[config.mk]
export PLATFORM = sky130hd
export DESIGN_NAME = dir_cmd_gen
export DESIGN_NICKNAME = d
export VERILOG_FILES = /design/src/rtl/adv_game_pkg.sv /design/src/rtl/btn_debounce.sv /design/src/rtl/dir_cmd_gen.sv
export SDC_FILE = /design/constraint.sdc
export NUM_CORES = 1
export LEC_CHECK = 0
export BUFFER_PORTS_ARGS = -buffer_cell sky130_fd_sc_hd__clkbuf_2
export CAP_MARGIN = 20
export CORE_ASPECT_RATIO = 1.1
export CORE_UTILIZATION = 55
export DETAILED_ROUTE_END_ITERATION = 16
export PLACE_DENSITY = 0.87
export SLEW_MARGIN = 20
export SYNTH_ARGS = -nofsm -noshare
export SYNTH_HDL_FRONTEND = slang
export SYNTH_SLANG_ARGS = --single-unit
[constraint.sdc]
create_clock -name clk -period 1.75 [get_ports clk]
set_input_delay 0.2625 -clock clk [delete_from_list [all_inputs] [get_ports clk]]
set_output_delay 0.2625 -clock clk [all_outputs]
set_load 0.005 [all_outputs]
[src/rtl/adv_game_pkg.sv]
// Shared types and constants for the adventure-game direction command front end.
package adv_game_pkg;

  localparam int unsigned NUM_DIRS = 4;
  localparam int unsigned DIR_N    = 0;
  localparam int unsigned DIR_S    = 1;
  localparam int unsigned DIR_E    = 2;
  localparam int unsigned DIR_W    = 3;

  typedef enum logic [1:0] {
    IDLE   = 2'd0,
    PULSE  = 2'd1,
    GAP    = 2'd2,
    LOCKED = 2'd3
  } cmd_state_t;

  // Lower direction index wins: N > S > E > W.
  function automatic logic [NUM_DIRS-1:0] pick_dir(input logic [NUM_DIRS-1:0] req);
    logic [NUM_DIRS-1:0] onehot;
    onehot = '0;
    for (int i = NUM_DIRS - 1; i >= 0; i--) begin
      if (req[i]) onehot = NUM_DIRS'(1 << i);
    end
    return onehot;
  endfunction

endpackage

[src/rtl/btn_debounce.sv]
// One button: 2-flop synchronizer, stability-counter debounce, registered request strobe.
// With DIR_AUTOREPEAT_EN defined, a held button re-requests every REPEAT_CYCLES+1 cycles.
module btn_debounce #(
  parameter int unsigned DEB_CYCLES = 50000
`ifdef DIR_AUTOREPEAT_EN
  ,
  parameter int unsigned REPEAT_CYCLES = 25000000
`endif
) (
  input  logic clk,
  input  logic reset,
  input  logic btn,
  output logic req
);

  localparam int unsigned DW = $clog2(DEB_CYCLES + 1);

  logic          sync1_q, sync1_d;
  logic          sync2_q, sync2_d;
  logic          deb_q,   deb_d;
  logic [DW-1:0] cnt_q,   cnt_d;
  logic          req_q,   req_d;

`ifdef DIR_AUTOREPEAT_EN
  localparam int unsigned RW = $clog2(REPEAT_CYCLES + 1);
  logic [RW-1:0] hold_q, hold_d;
`endif

  always_comb begin
    sync1_d = btn;
    sync2_d = sync1_q;
    deb_d   = deb_q;
    cnt_d   = '0;
    // The counter only runs while the synced sample disagrees with the debounced level.
    if (sync2_q != deb_q) begin
      if (cnt_q == DW'(DEB_CYCLES - 1)) begin
        deb_d = ~deb_q;
      end else begin
        cnt_d = cnt_q + DW'(1);
      end
    end
    req_d = deb_d & ~deb_q;
`ifdef DIR_AUTOREPEAT_EN
    hold_d = '0;
    if (deb_q) begin
      if (hold_q == RW'(REPEAT_CYCLES)) begin
        req_d = 1'b1;
      end else begin
        hold_d = hold_q + RW'(1);
      end
    end
`endif
  end

  always_ff @(posedge clk) begin
    if (!reset) begin
      sync1_q <= 1'b0;
      sync2_q <= 1'b0;
      deb_q   <= 1'b0;
      cnt_q   <= '0;
      req_q   <= 1'b0;
`ifdef DIR_AUTOREPEAT_EN
      hold_q  <= '0;
`endif
    end else begin
      sync1_q <= sync1_d;
      sync2_q <= sync2_d;
      deb_q   <= deb_d;
      cnt_q   <= cnt_d;
      req_q   <= req_d;
`ifdef DIR_AUTOREPEAT_EN
      hold_q  <= hold_d;
`endif
    end
  end

  assign req = req_q;

endmodule

[src/rtl/dir_cmd_gen.sv]
// Direction command generator: debounced buttons -> spaced one-hot n/s/e/w pulses, sword latch.
// Optional DIR_AUTOREPEAT_EN: held buttons periodically re-request their direction.
module dir_cmd_gen
  import adv_game_pkg::*;
#(
  parameter int unsigned DEB_CYCLES    = 50000,
  parameter int unsigned GAP_CYCLES    = 4,
  parameter int unsigned REPEAT_CYCLES = 25000000
) (
  input  logic clk,
  input  logic reset,
  input  logic btn_n,
  input  logic btn_s,
  input  logic btn_e,
  input  logic btn_w,
  input  logic sw,
  input  logic win,
  input  logic d,
  output logic n,
  output logic s,
  output logic e,
  output logic w,
  output logic v
);

  localparam int unsigned GW = $clog2(GAP_CYCLES + 1);

  if (DEB_CYCLES == 0 || GAP_CYCLES == 0 || REPEAT_CYCLES == 0) begin : g_bad_param
    $error("dir_cmd_gen: DEB_CYCLES, GAP_CYCLES and REPEAT_CYCLES must all be >= 1");
  end

  logic [NUM_DIRS-1:0] btn_raw;
  logic [NUM_DIRS-1:0] req_c;
  logic [NUM_DIRS-1:0] grant_c;
  logic                can_issue_c;

  cmd_state_t          state_q,   state_d;
  logic [NUM_DIRS-1:0] pending_q, pending_d;
  logic [NUM_DIRS-1:0] cmd_q,     cmd_d;
  logic [GW-1:0]       gap_q,     gap_d;
  logic                lock_q,    lock_d;
  logic                v_q,       v_d;

  assign btn_raw = {btn_w, btn_e, btn_s, btn_n};

  for (genvar g = 0; g < NUM_DIRS; g++) begin : g_btn
    btn_debounce #(
      .DEB_CYCLES   (DEB_CYCLES)
`ifdef DIR_AUTOREPEAT_EN
      ,
      .REPEAT_CYCLES(REPEAT_CYCLES)
`endif
    ) u_deb (
      .clk  (clk),
      .reset(reset),
      .btn  (btn_raw[g]),
      .req  (req_c[g])
    );
  end

  assign grant_c = pick_dir(pending_q);

  // Arbiter: a GAP whose counter has expired may grant directly, giving GAP_CYCLES+1 spacing.
  always_comb begin
    state_d     = state_q;
    pending_d   = pending_q | req_c;
    cmd_d       = '0;
    gap_d       = gap_q;
    lock_d      = lock_q | win | d;
    v_d         = v_q | sw;
    can_issue_c = 1'b0;

    case (state_q)
      IDLE:   can_issue_c = 1'b1;
      PULSE: begin
        state_d = GAP;
        gap_d   = GW'(GAP_CYCLES - 1);
      end
      GAP: begin
        if (gap_q == '0) can_issue_c = 1'b1;
        else             gap_d = gap_q - GW'(1);
      end
      LOCKED: pending_d = '0;
      default: state_d = IDLE;
    endcase

    if (can_issue_c) begin
      if (lock_q || win || d) begin
        state_d   = LOCKED;
        pending_d = '0;
      end else if (|pending_q) begin
        state_d   = PULSE;
        cmd_d     = grant_c;
        pending_d = (pending_q & ~grant_c) | req_c;
      end else begin
        state_d = IDLE;
      end
    end
  end

  always_ff @(posedge clk) begin
    if (!reset) begin
      state_q   <= IDLE;
      pending_q <= '0;
      cmd_q     <= '0;
      gap_q     <= '0;
      lock_q    <= 1'b0;
      v_q       <= 1'b0;
    end else begin
      state_q   <= state_d;
      pending_q <= pending_d;
      cmd_q     <= cmd_d;
      gap_q     <= gap_d;
      lock_q    <= lock_d;
      v_q       <= v_d;
    end
  end

  assign n = cmd_q[DIR_N];
  assign s = cmd_q[DIR_S];
  assign e = cmd_q[DIR_E];
  assign w = cmd_q[DIR_W];
  assign v = v_q;

endmodule

### Word level (Yosys, flattened, before mapping)

Cells that the tools add are included.
Widths: inputs -> output; s select.

* $add $sub $neg: 5
* equality and inequality tests: 12
* multiplexer cells: 24
* bitwise logic cells: 22
* reduce and logical (&&, ||, !) cells: 13

Operator list (count)
* $add 16x1->16 const B: 4
* $eq 16x16->1 const B: 4
* $mux 4: 8
* $reduce_or 3->1: 4
* $not 1->1: 11
* $mux 1: 10
* $or 4x4->4: 2
* $reduce_or 4->1: 2
* $mux 2: 3
* $pmux 3 s2: 1
* $and 1x1->1: 4
* $and 4x4->4: 1
* $eq 2x2->1 const B: 2
* $ne 1x1->1: 4
* $not 4->4: 1
* $reduce_bool 2->1: 2
* $logic_not 3->1: 1
* $mux 3: 1
* $or 1x1->1: 3
* $sub 3x1->3 const B: 1
* $eq 2x1->1 const B: 1
* $logic_not 2->1: 1
* $logic_or 1x1->1: 2
* $ne 2x2->1 const B: 1
* 2 further kinds: 2

* register bits: 95
* input bits: 9
* output and inout bits: 5
* word-level logic and storage cells: 102

### Depth between registers and ports, before layout

* word-level depth: 10
* mapped depth: 6
* depth with buffers taken out: 6

### Hierarchy

From an unflattened synthesis, not the netlist that was laid out.

* cell total of the unflattened synthesis: 446
* area, all modules: 4149.0 µm²

By module, submodules not included
* btn_debounce: times used 4, cells an instance 92, area an instance 855.8 µm², sequential area each 400.4 µm²
* dir_cmd_gen: times used 1, cells an instance 78, area an instance 725.7 µm², sequential area each 300.3 µm²

### Worst setup path before layout

OpenSTA, ideal clock, no wires.

* path kind: flip-flop to flip-flop
* start: register g_btn[2].u_deb.cnt_q[0]
* end: register g_btn[2].u_deb.cnt_q[10]
* library setup time: 0.117 ns
* arrival: 1.685 ns
* setup slack: -0.052 ns
* cell stages (with the launch flop): 7
* buffers on the path: 1
* clock period less this slack: 1.802 ns
* cells stage by stage: dfxtp_1 ha_1 nand3_1 or2_2 o31ai_2 buf_2 nor2_1

* longest elaborated chain between the ends: 2
* elaborated cells between the ends (all ways): 3
* classes of those cells: 1 x add/sub; 1 x eq/ne; 1 x reduce/logical

RTL lines
* start, declared: RTL line btn_debounce.sv:21 `logic [DW-1:0] cnt_q, cnt_d;`
* start signal, assigned: RTL line btn_debounce.sv:69 `cnt_q <= cnt_d;`
* parallel branches: the longest is 2 deep, another holds $add 16x1->16

Parallel ways; which one is timed is not known.
A chain may end at the register's enable or synchronous reset.

### Worst setup path after layout

* start: register g_btn[1].u_deb.cnt_q[12]
* end: register g_btn[1].u_deb.req_q

* longest elaborated chain between the ends: 4

RTL lines
* start, declared: RTL line btn_debounce.sv:21
* start signal, assigned: RTL line btn_debounce.sv:69
* $eq 16x16->1: RTL line btn_debounce.sv:36 `if (cnt_q == DW'(DEB_CYCLES - 1)) begin`
* $mux 1: RTL line btn_debounce.sv:36
* $mux 1: RTL line btn_debounce.sv:35 `if (sync2_q != deb_q) begin`
* $and 1x1->1: RTL line btn_debounce.sv:42 `req_d = deb_d & ~deb_q;`
* end signal, assigned: RTL line btn_debounce.sv:70 `req_q <= req_d;`
* end, declared: RTL line btn_debounce.sv:22 `logic req_q, req_d;`

Every way passes these cells.

==> results by group <==
Logic synthesis
  – Async set or reset register ratio after synthesis: 0
  – Area leader, netlist: dfxtp_1
  – Xor/xnor cell area share of the yosys netlist: 0.134
  – Synthesized flop and latch total: 95
  – Largest cells by area after synthesis: dfxtp_1 (48%), xnor2_1 (11%), nor2_1 (7.8%)
  – Cell Area, Synth: between 0.003 and 0.004 sq mm
  – Syn Nets: about 450
  – Yosys warning count: 0
  – EDFF count, synth: 0
  – Top FF cell, synth: dfxtp_1
  – Largest family of logic cells by synthesized area: simple AND/OR/NAND/NOR gates
  – Register area share after synthesis: 0.484
  – Post-synthesis mux area share: 0.0102
  – Share of the synthesized area in the top cell type: 0.484
  – Synth unique cells: 42
  – Synthesized-area fraction occupied by adder cells: 0.0191
  – Syn Inst Count: approximately 430
  – Area share of and/or/nand/nor cells after synthesis: 0.293
  – Compound-gate portion of the synthesized area: 0.0341
  – Synthesized area per cell: a little over 9 sq um

Detailed routing
  – Routed Wire Length: between 7000 and 8000 um
  – Routed len/inst: between 10 and 15 um
  – DR vias/cell: between 5 and 6
  – Vias: roughly 3.1k
  – 1st-iter DRT viols: around 110
  – 1st-pass router iterations: 5
  – DRC viols: 0
  – Post-DRT Antenna Nets: 0

Die
  – Initial Utilization: 0.582
  – Core Footprint: around 0.0067 sq mm
  – Rows: 31
  – Chip width: about 83 um
  – IO Count: 14
  – Die area: around 0.0075 sq mm
  – Die Span Y: a little over 90 um

STA
  – WHS: 107 ps
  – Slew Limit Headroom: 0.614
  – Crit share post-route: 0.966
  – Worst-margin pin slew: about 570 ps
  – Max Slew Vio Count: 0
  – Final setup violation count: 0
  – Setup Skew: around 7.9 ps
  – RSZ-0062 raised after global routing: no
  – Fmax: 592 MHz
  – Post-route minimum period: 1690 ps
  – TNS Setup: 0 ps
  – Hold Vio Cnt, Final: 0

Placed design
  – Port Buffers: 13
  – Final HPWL DP: between 4000 and 5000 um
  – Dpl cells: 540
  – Gpl congestion: ~0.87

Pwr
  – Comb pwr share: 0.055
  – Internal power: around 3.0 mW
  – Seq pwr share: 0.573
  – Psw: around 920 uW
  – Sw Ratio: 0.238
  – Lkg Pwr: ~1.5 nW
  – Clock network fraction of design power: 0.372
  – Power per cell area: slightly below 900 mW/mm^2
  – Maximum VDD drop: ~0.65 mV
  – Total chip power: 3.88 mW

Cells and area
  – Ant diodes: 0
  – Final std cells w/o fill: around 560
  – Commonest non-fill, non-tap cells in the layout: dfxtp_1 (93), nor2_1 (82), xnor2_1 (51)
  – Layout cells sized above 1: 0.137
  – Commonest non-fill, non-tap cell in the layout: dfxtp_1
  – Nets: a little under 500
  – Synthesis-to-finish area growth: 13.6%

GRT
  – Global route overflow: 0
  – Vias in the first global route: 2988
  – Largest net degree at the start of global routing: 21
  – GRT Total Usage: 0.217
  – First-pass GRT wire length: about 12000 um
  – Initial antenna violation count: 0

Setup path
  – Crit path to: g_btn[1].u_deb.req$_SDFF_PN0_
  – Startpoint Class: flop
  – WP data arrival: 1960 ps
  – Critical path type: flop to flop
  – Reg-to-Reg Start: g_btn[1].u_deb.cnt_q[12]$_SDFF_PP0_
  – Worst Setup End Kind: flop
  – Max FO, Critical Path: 4
  – FF-to-FF setup slack: approximately 60 ps
  – CP Launch Point: g_btn[1].u_deb.cnt_q[12]$_SDFF_PP0_
  – Data required, critical path: 2020 ps
  – Reg2reg path depth: 3
  – RR Endpoint: g_btn[1].u_deb.req$_SDFF_PN0_

Clock tree
  – Cts repair resizes: 0
  – Worst-Skew Late Latency: roughly 360 ps
  – Maximum root-to-sink buffer count: 2
  – Inserted Clock Buffers: 9
  – CTS sink cnt: 95
  – CTS hold repair buffers: 0
  – CTS root buf: clkbuf_8
  – CTS tree: yes
  – Reg clk slew, reported paths: ~90 ps
  – CTS HTree Levels: 3
  – Postcts setup bufs: 0

Status
  – Status: completed

Run
  – Max-cap violations: 0

Worst hold path
  – Hold crit path type: primary input to flop
## cells in the mapped netlist, types with 3 or more instances
cell type,count
a21oi_1,5
nor4b_1,4
nor3_1,22
dfxtp_1,95
or4_1,3
ha_1,6
nand2_1,25
inv_1,15
and2_1,9
xnor2_1,51
nand4_1,12
a211oi_1,3
xor2_1,9
nand3_1,25
or2_2,3
or3_1,4
nor4_1,23
and3_1,4
buf_2,3
nor2_1,82
mux2i_1,4
## worst max-delay path, cell delays in order (launching register included)
cell and delay [ps]:
dfxtp_1 350, or4_1 500, or4_4 480, nor3_1 260
## registers in the layout, summed over array words and instances, names as in the netlist, 2 cells and up
signal / count
g_btn.u_deb.sync2_q: 4
gap_q: 3
cmd_q: 4
g_btn.u_deb.req: 4
g_btn.u_deb.sync1_q: 4
state_q: 2
pending_q: 4
g_btn.u_deb.deb_q: 4
g_btn.u_deb.cnt_q: 64
## through the flow
stage | util | instance area [sq um] | worst slack, ps
2_1_floorplan | - | 3940 | 19.0
3_3_place_gp | 0.625 | 4220 | 90.7
3_5_place_dp | 0.625 | 4220 | 22.1
4_1_cts | 0.654 | 4420 | 10.0
5_1_grt | 0.661 | 4460 | 3.94
6_report | 0.661 | 4460 | 60.0
## worst min path at each step
stage                                       from                                 to  slack, ps  depth (start not counted)
2_1_floorplan                                 sw                       v$_SDFF_PN0_        380                          2
3_3_place_gp   g_btn[3].u_deb.sync1_q$_SDFF_PN0_  g_btn[3].u_deb.sync2_q$_SDFF_PN0_        420                          1
3_5_place_dp   g_btn[1].u_deb.sync1_q$_SDFF_PN0_  g_btn[1].u_deb.sync2_q$_SDFF_PN0_        420                          1
4_1_cts                                    btn_s  g_btn[1].u_deb.sync1_q$_SDFF_PN0_         90                          2
5_1_grt                                    btn_s  g_btn[1].u_deb.sync1_q$_SDFF_PN0_         80                          2
6_report                                   btn_s  g_btn[1].u_deb.sync1_q$_SDFF_PN0_        110                          2
## logic make-up after synthesis
| kind of cell | count (synthesis) |
|---|---|
| AO/OA/AOI/OAI | 17 |
| XOR/XNOR | 60 |
| adder cells (fa/ha/maj) | 6 |
| buffers and inverters | 23 |
| flip-flops | 95 |
| multiplexers | 4 |
| AND/OR/NAND/NOR | 226 |
## per-layer routing
metal | GRT usage | part of all wire | up-vias
li1 | - | - | 1565
met1 | 0.251 | 0.43 | 1430
met2 | 0.366 | 0.51 | 62
met3 | 0.0616 | 0.036 | 18
met4 | 0.0920 | 0.024 | 0
met5 | 0 | 0 | -
## power by group through the flow
stage	logic (mW)	registers [mW]	clock network [mW]
final	0.212	2.23	1.44
after global routing	0.243	2.23	1.55
after CTS	0.208	2.23	1.46
after detailed placement	0.206	2.28	0
after global placement	0.194	2.27	0
after floorplan	0.160	2.26	0
## layout make-up
| class | count | area, sq um |
|---|---|---|
| tap | 82 | 103 |
| multi-input combinational | 314 | 1970 |
| clock buffer | 10 | 128 |
| fill | 506 | 2290 |
| inverter | 16 | 60.1 |
| clock inverter | 6 | 68.8 |
| sequential | 95 | 1900 |
| timing repair buffer | 34 | 223 |
Note: power is estimated with default switching activity, not from simulation.
